<file path="config.mk">
export PLATFORM = sky130hd
export DESIGN_NAME = id_ex_pipe
export DESIGN_NICKNAME = d
export VERILOG_FILES = /design/src/rtl/id_ex_pipe.sv
export SDC_FILE = /design/constraint.sdc
export NUM_CORES = 1
export LEC_CHECK = 0
export ABC_AREA = 1
export BUFFER_PORTS_ARGS = -buffer_cell sky130_fd_sc_hd__buf_2
export CAP_MARGIN = 20
export CORE_UTILIZATION = 25
export CTS_CLUSTER_DIAMETER = 200
export DETAILED_ROUTE_END_ITERATION = 10
export GPL_ROUTABILITY_DRIVEN = 1
export SKIP_LAST_GASP = 1
export SLEW_MARGIN = 10
export SYNTH_ARGS = -nofsm -noshare
export SYNTH_HDL_FRONTEND = slang
export SYNTH_SLANG_ARGS = --single-unit
</file>
<file path="constraint.sdc">
create_clock -name clk -period 4.61 [get_ports clk]
set_input_delay 0 -clock clk [delete_from_list [all_inputs] [get_ports clk]]
set_output_delay 0 -clock clk [all_outputs]
set_load 0.01 [all_outputs]
</file>
<file path="src/rtl/id_ex_pipe.sv">
// rtl/id_ex_pipe.sv - ID/EX pipeline register with valid/ready handshake, flush and optional skid entry (macro ID_EX_PIPE_SKID_EN)
module id_ex_pipe #(
   parameter int XLEN    = 32,
   parameter int ALUOP_W = 4,
   parameter int CTRL_W  = 8,
   parameter int RA_W    = 5
) (
   input  logic               clk,
   input  logic               rst_n,
   input  logic               in_valid,
   output logic               in_ready,
   output logic               out_valid,
   input  logic               out_ready,
   input  logic               flush,
   input  logic [XLEN-1:0]    pc4_in,
   input  logic [XLEN-1:0]    rd1_in,
   input  logic [XLEN-1:0]    rd2_in,
   input  logic [XLEN-1:0]    imm_in,
   input  logic               alusrc_in,
   input  logic [ALUOP_W-1:0] aluop_in,
   input  logic [CTRL_W-1:0]  ctrl_in,
   input  logic [RA_W-1:0]    rd_in,
   output logic [XLEN-1:0]    pc4_out,
   output logic [XLEN-1:0]    a_out,
   output logic [XLEN-1:0]    b_out,
   output logic [XLEN-1:0]    imm_out,
   output logic               alusrc_out,
   output logic [ALUOP_W-1:0] aluop_out,
   output logic [CTRL_W-1:0]  ctrl_out,
   output logic [RA_W-1:0]    rd_out,
   output logic [15:0]        flush_cnt
);

   // Control fields sit in the low bits so a flush can clear them without touching the datapath
   localparam int CL_W = 1 + ALUOP_W + CTRL_W;
   localparam int PL_W = 4 * XLEN + RA_W + CL_W;

   logic [PL_W-1:0] w_in_pl;
   logic [PL_W-1:0] r_main;
   logic            r_out_valid;
   logic [15:0]     r_flush_cnt;
   logic            w_accept;
   logic            w_consume;
   logic [1:0]      w_drop;
   logic [16:0]     w_cnt_sum;

   assign w_in_pl   = {pc4_in, rd1_in, rd2_in, imm_in, rd_in, alusrc_in, aluop_in, ctrl_in};
   assign w_consume = r_out_valid & out_ready;
   // in_ready already carries rst_n, so nothing is taken during reset
   assign w_accept  = in_valid & in_ready & ~flush;

`ifdef ID_EX_PIPE_SKID_EN
   logic            r_skid_valid;
   logic [PL_W-1:0] r_skid;

   // Ready depends only on registered skid occupancy, never on out_ready
   assign in_ready = rst_n & ~r_skid_valid;
   // Main entry is discarded unless EX takes it this edge; skid entry is always discarded
   assign w_drop   = {1'b0, r_out_valid & ~out_ready} + {1'b0, r_skid_valid};

   // Main/skid occupancy: skid absorbs one accept while EX is stalled
   always_ff @(posedge clk) begin
      if (!rst_n) begin
         r_out_valid  <= 1'b0;
         r_skid_valid <= 1'b0;
         r_main       <= '0;
         r_skid       <= '0;
      end else if (flush) begin
         r_out_valid        <= 1'b0;
         r_skid_valid       <= 1'b0;
         r_main[CL_W-1:0]   <= '0;
      end else if (r_skid_valid) begin
         if (w_consume) begin
            r_main       <= r_skid;
            r_skid_valid <= 1'b0;
         end
      end else if (w_accept) begin
         if (!r_out_valid || w_consume) begin
            r_main      <= w_in_pl;
            r_out_valid <= 1'b1;
         end else begin
            r_skid       <= w_in_pl;
            r_skid_valid <= 1'b1;
         end
      end else if (w_consume) begin
         r_out_valid <= 1'b0;
      end
   end
`else
   // Without a skid entry the stage can only take new data when the current one leaves
   assign in_ready = rst_n & (out_ready | ~r_out_valid);
   assign w_drop   = {1'b0, r_out_valid & ~out_ready};

   // Single main register: load on accept, empty on consume-only
   always_ff @(posedge clk) begin
      if (!rst_n) begin
         r_out_valid <= 1'b0;
         r_main      <= '0;
      end else if (flush) begin
         r_out_valid      <= 1'b0;
         r_main[CL_W-1:0] <= '0;
      end else if (w_accept) begin
         r_main      <= w_in_pl;
         r_out_valid <= 1'b1;
      end else if (w_consume) begin
         r_out_valid <= 1'b0;
      end
   end
`endif

   assign w_cnt_sum = {1'b0, r_flush_cnt} + {15'd0, w_drop};

   // Saturating tally of entries thrown away by flush
   always_ff @(posedge clk) begin
      if (!rst_n) begin
         r_flush_cnt <= 16'd0;
      end else if (flush) begin
         r_flush_cnt <= w_cnt_sum[16] ? 16'hFFFF : w_cnt_sum[15:0];
      end
   end

   assign {pc4_out, a_out, b_out, imm_out, rd_out, alusrc_out, aluop_out, ctrl_out} = r_main;
   assign out_valid = r_out_valid;
   assign flush_cnt = r_flush_cnt;

endmodule

</file>
Word level (Yosys, flattened, before mapping)
Index checks and enable logic that the tools add are counted.

Register bits after elaboration: 163. Bits of input ports: 151. Logic and storage cells: 21.

Add/subtract/negate cells: 1. Multiplexer cells: 3. Bitwise operators: 10. Reductions and logical operators: 3.

Operators by type and width (number): $add 16x1->17 (1); $mux 16 (1); $and 1x1->1 (5); $not 1->1 (4); $mux 1 (2); $reduce_and 2->1 (1); $reduce_bool 2->1 (1); $reduce_or 2->1 (1); $or 1x1->1 (1).

Longest topological paths before layout
Word-level depth: 6. Depth in mapped cells: 12. Mapped depth without buffers: 12.

Worst setup path after synthesis
OpenSTA, ideal clock, no wires.

Path type: reg-to-reg. Start: reg r_out_valid (netlist: out_valid). End: reg r_flush_cnt[10] (netlist: flush_cnt[10]). Library setup time: 0.056 ns. Arrival: 1.661 ns. Slack: 2.893 ns. Cell stages (with the launch flop): 12. Path buffers: 1. Clock period less this slack: 1.717 ns. Cell sequence: dfxtp_1 inv_1 or2_4 inv_1 ha_1 nand3_1 nor2_4 nand4_2 buf_6 nand3_2 nand2_1 inv_1.

Word-level cells in the longest chain between the ends: 3.

RTL lines: from (decl) (RTL line 40) `logic r_out_valid;`; from (signal assigned) (RTL line 97) `r_out_valid <= 1'b0;`; from (signal assigned) (RTL line 100) `r_out_valid <= 1'b0;`; from (signal assigned) (RTL line 104) `r_out_valid <= 1'b1;`; $and 1x1->1 (RTL line 92) `assign w_drop = {1'b0, r_out_valid & ~out_ready};`; $add 16x1->17 (RTL line 111) `assign w_cnt_sum = {1'b0, r_flush_cnt} + {15'd0, w_drop};`; $mux 16 (RTL line 118) `r_flush_cnt <= w_cnt_sum[16] ? 16'hFFFF : w_cnt_sum[15:0];`; to (signal assigned) (RTL line 118); to (decl) (RTL line 41) `logic [15:0] r_flush_cnt;`.

No other way between the ends. A chain may end at the register's enable or synchronous reset.

Worst setup path in the final report
Start: in flush. End: reg r_main[107].

Word-level cells in the longest chain between the ends: 3.

RTL lines: from (decl) (RTL line 14) `input logic flush,`; $not 1->1 (no line) *; $and 1x1->1 (RTL line 50) `assign w_accept = in_valid & in_ready & ~flush;`; $reduce_and 2->1 (no line) *; to (signal assigned) (RTL line 103) `r_main <= w_in_pl;`; to (decl) (RTL line 39) `logic [PL_W-1:0] r_main;`.

Every way passes the cells marked *; elsewhere a longest branch is shown, timed or not.

==> results.json <==
{
  "status": "completed",
  "core_sq_mm": 0.0235,
  "grt_pass1_vias": 6489,
  "ant_nets": 0,
  "finish.utilization": 0.419,
  "syn2layout_area_growth_pct": 64.7,
  "hp-class": "in2reg",
  "yosysSeqAreaShare": 0.546,
  "path_buf_inv": 5,
  "max-vdd-ir-drop_v": 0.000175,
  "finalNonFillerCells": 1548,
  "yosysUniqueCellTypes": 26,
  "stdcell_area_sq_mm": 0.00984,
  "arrival_ns": 2.92,
  "die_area_sq_mm": 0.0245,
  "rsz0062_at_grt": "no",
  "fin_nets": 1369,
  "clkTransAtPathRegs_ns": 0.07,
  "fin_tns_setup_ns": 0,
  "dr_total_vias": 6625,
  "die_w_um": 157,
  "worstPathMaxFanout": 75,
  "p_per_area_mw_per_mm2": 344,
  "power_leakage_nw": 4.94,
  "clockBufferDepth": 2,
  "avgSynthCellArea_sq_um": 7.69,
  "num_antenna_cells": 0,
  "place_inst": 1365,
  "cpPeakStageDelay_ns": 0.66,
  "portBuffers": 314,
  "worst_skew_pair.late_latency_ns": 0.42,
  "rows": 56,
  "drt-wirelength-per-cell_um": 12.9,
  "drt-total-wl_mm": 19.9,
  "relSlewSlack": 0.527,
  "netlist_instances": 777,
  "synth.cell_area_sq_mm": 0.00597,
  "endpoint_kind": "register",
  "vias_per_cell": 4.28,
  "drt_iter0_markers": 344,
  "ys_warn_count": 0,
  "grt_usage": 0.159,
  "cts-root-buf": "clkbuf_16",
  "ios": 315,
  "post_cts_buffers": 0,
  "crit_chain": "dlygate4sd3_1 > buf_2 > inv_1 > nand2_2 > nor2_4 > buf_4 > buf_4 > o21ai_0 > nor2_1",
  "cp_slowest_cell": "buf_4",
  "firstDrtPassIters": 4,
  "crit_required_ns": 4.96,
  "drc": 0,
  "worstMarginPinSlew_ns": 0.709,
  "path_class": "in2reg",
  "clock-sinks": 163,
  "fp.dieH_um": 157,
  "fin_skew_ns": 0.0107,
  "finalCritPeriodShare": 0.556,
  "drv_slew": 0,
  "hpwl_mm": 12.1,
  "initial_core_util": 0.254,
  "ys_ff_latch": 163,
  "grt_overflow_total": 0,
  "cts_buffers": 17,
  "fmax_mhz": 390,
  "cts_tree": "done",
  "drive_gt1_frac": 0.291,
  "worstSetupStartpointType": "input port",
  "drv_cap": 0,
  "finalCriticalPeriod_ns": 2.56,
  "crit_top_cell": "buf_4",
  "grt_max_degree": 79,
  "ctsHtreeMaxLevel": 4,
  "finalPower_mw": 3.39,
  "synth_nets": 930,
  "grt_first_pass_wirelength_mm": 31.3,
  "antenna_found_initial": 0,
  "gp_congestion": 0.774,
  "setup_viol": 0,
  "placed_area_sq_mm": 0.00771,
  "cp_top_family": "buffers and inverters",
  "hold_viol": 0
}
## cells in the final DEF (no fill, tap or decap), drive strengths merged, types with 3 or more instances in the layout
cell,count
nor2,285
nand3,9
dlygate4sd3,151
a21oi,22
dfxtp,163
clkbuf,20
nand2,68
buf,319
bufinv,3
nor3,3
o21ai,137
clkinvlp,3
xor2,4
inv,30
nand4,3
## per-stage QoR
stage	hold WS (ns)	setup WS, ns
2_1_floorplan	0.133	2.89
3_3_place_gp	0.221	1.85
3_5_place_dp	0.227	1.80
4_1_cts	0.0767	2.02
5_1_grt	0.104	1.81
6_report	0.0805	2.05
## cell usage after synthesis, drive strengths merged
cell,count,area (sq um)
a21oi,22,110
a31oi,2,12.5
and2,1,6.26
buf,26,188
clkbuf,24,90.1
dfxtp,163,3260
ha,2,25.0
inv,25,93.8
nand2,68,265
nand3,9,50.1
nand4,3,25.0
nor2,285,1080
nor3,3,15.0
o21ai,137,686
or2,2,15.0
xnor2,1,8.76
xor2,4,35.0
## kinds of logic after synthesis
logic type / after synthesis / synth area share
xor gates and xnor gates: 5 / 0.00733
and+or+nand+nor: 371 / 0.245
buffers and inverters: 75 / 0.0622
DFF: 163 / 0.546
AOI/OAI and AO/OA: 161 / 0.135
adders and majority gates: 2 / 0.00419
## registers in the layout (all words and copies together) (netlist names)
register   count
flush_cnt     16
out_valid      1
r_main       146
## area by class of cell
cell class	count	area, sq um
clock buffer	20	447
clock inverter	12	170
fill	2271	13600
inverter	25	96.3
multi-input combinational	539	2340
sequential	163	3260
tap	319	399
timing repair buffer	470	3120
## tightest hold or removal path, cell delays in order
cell and delay (ns):
buf_4 0.28, nand2_1 0.14, inv_1 0.03
## final timing paths
| kind | start | to | slack, ns | depth (start not counted) |
|---|---|---|---|---|
| hold reg to reg | r_main[11] | r_main[11] | 0.46 | 2 |
| setup / recovery | flush | r_main[107] | 2.05 | 9 |
| setup reg to reg | out_valid | r_main[107] | 2.26 | 8 |
| hold / removal | rst_n | flush_cnt[13] | 0.08 | 3 |
## routing by layer
layer | global-route usage | routed length (um) | up-vias
met1 | 0.187 | 8520 | 2994
li1 | - | - | 3353
met2 | 0.272 | 9560 | 246
met4 | 0.0574 | 442 | 0
met5 | 0 | 0 | -
met3 | 0.0504 | 1390 | 32
## where the power goes
| part | switching (mW) | internal (mW) | total (mW) | leakage [nW] |
|---|---|---|---|---|
| sequential | 0.0287 | 1.47 | 1.50 | 1.33 |
| combinational | 0.186 | 0.204 | 0.390 | 3.32 |
| clock | 0.616 | 0.882 | 1.50 | 0.292 |
## what timing repair did
item,CTS,global route
resized for setup,0,0
endpoints found under the setup margin,0,0
hold endpoints to repair,150,0
hold buffers,151,0
(Power assumes the default switching activity.)
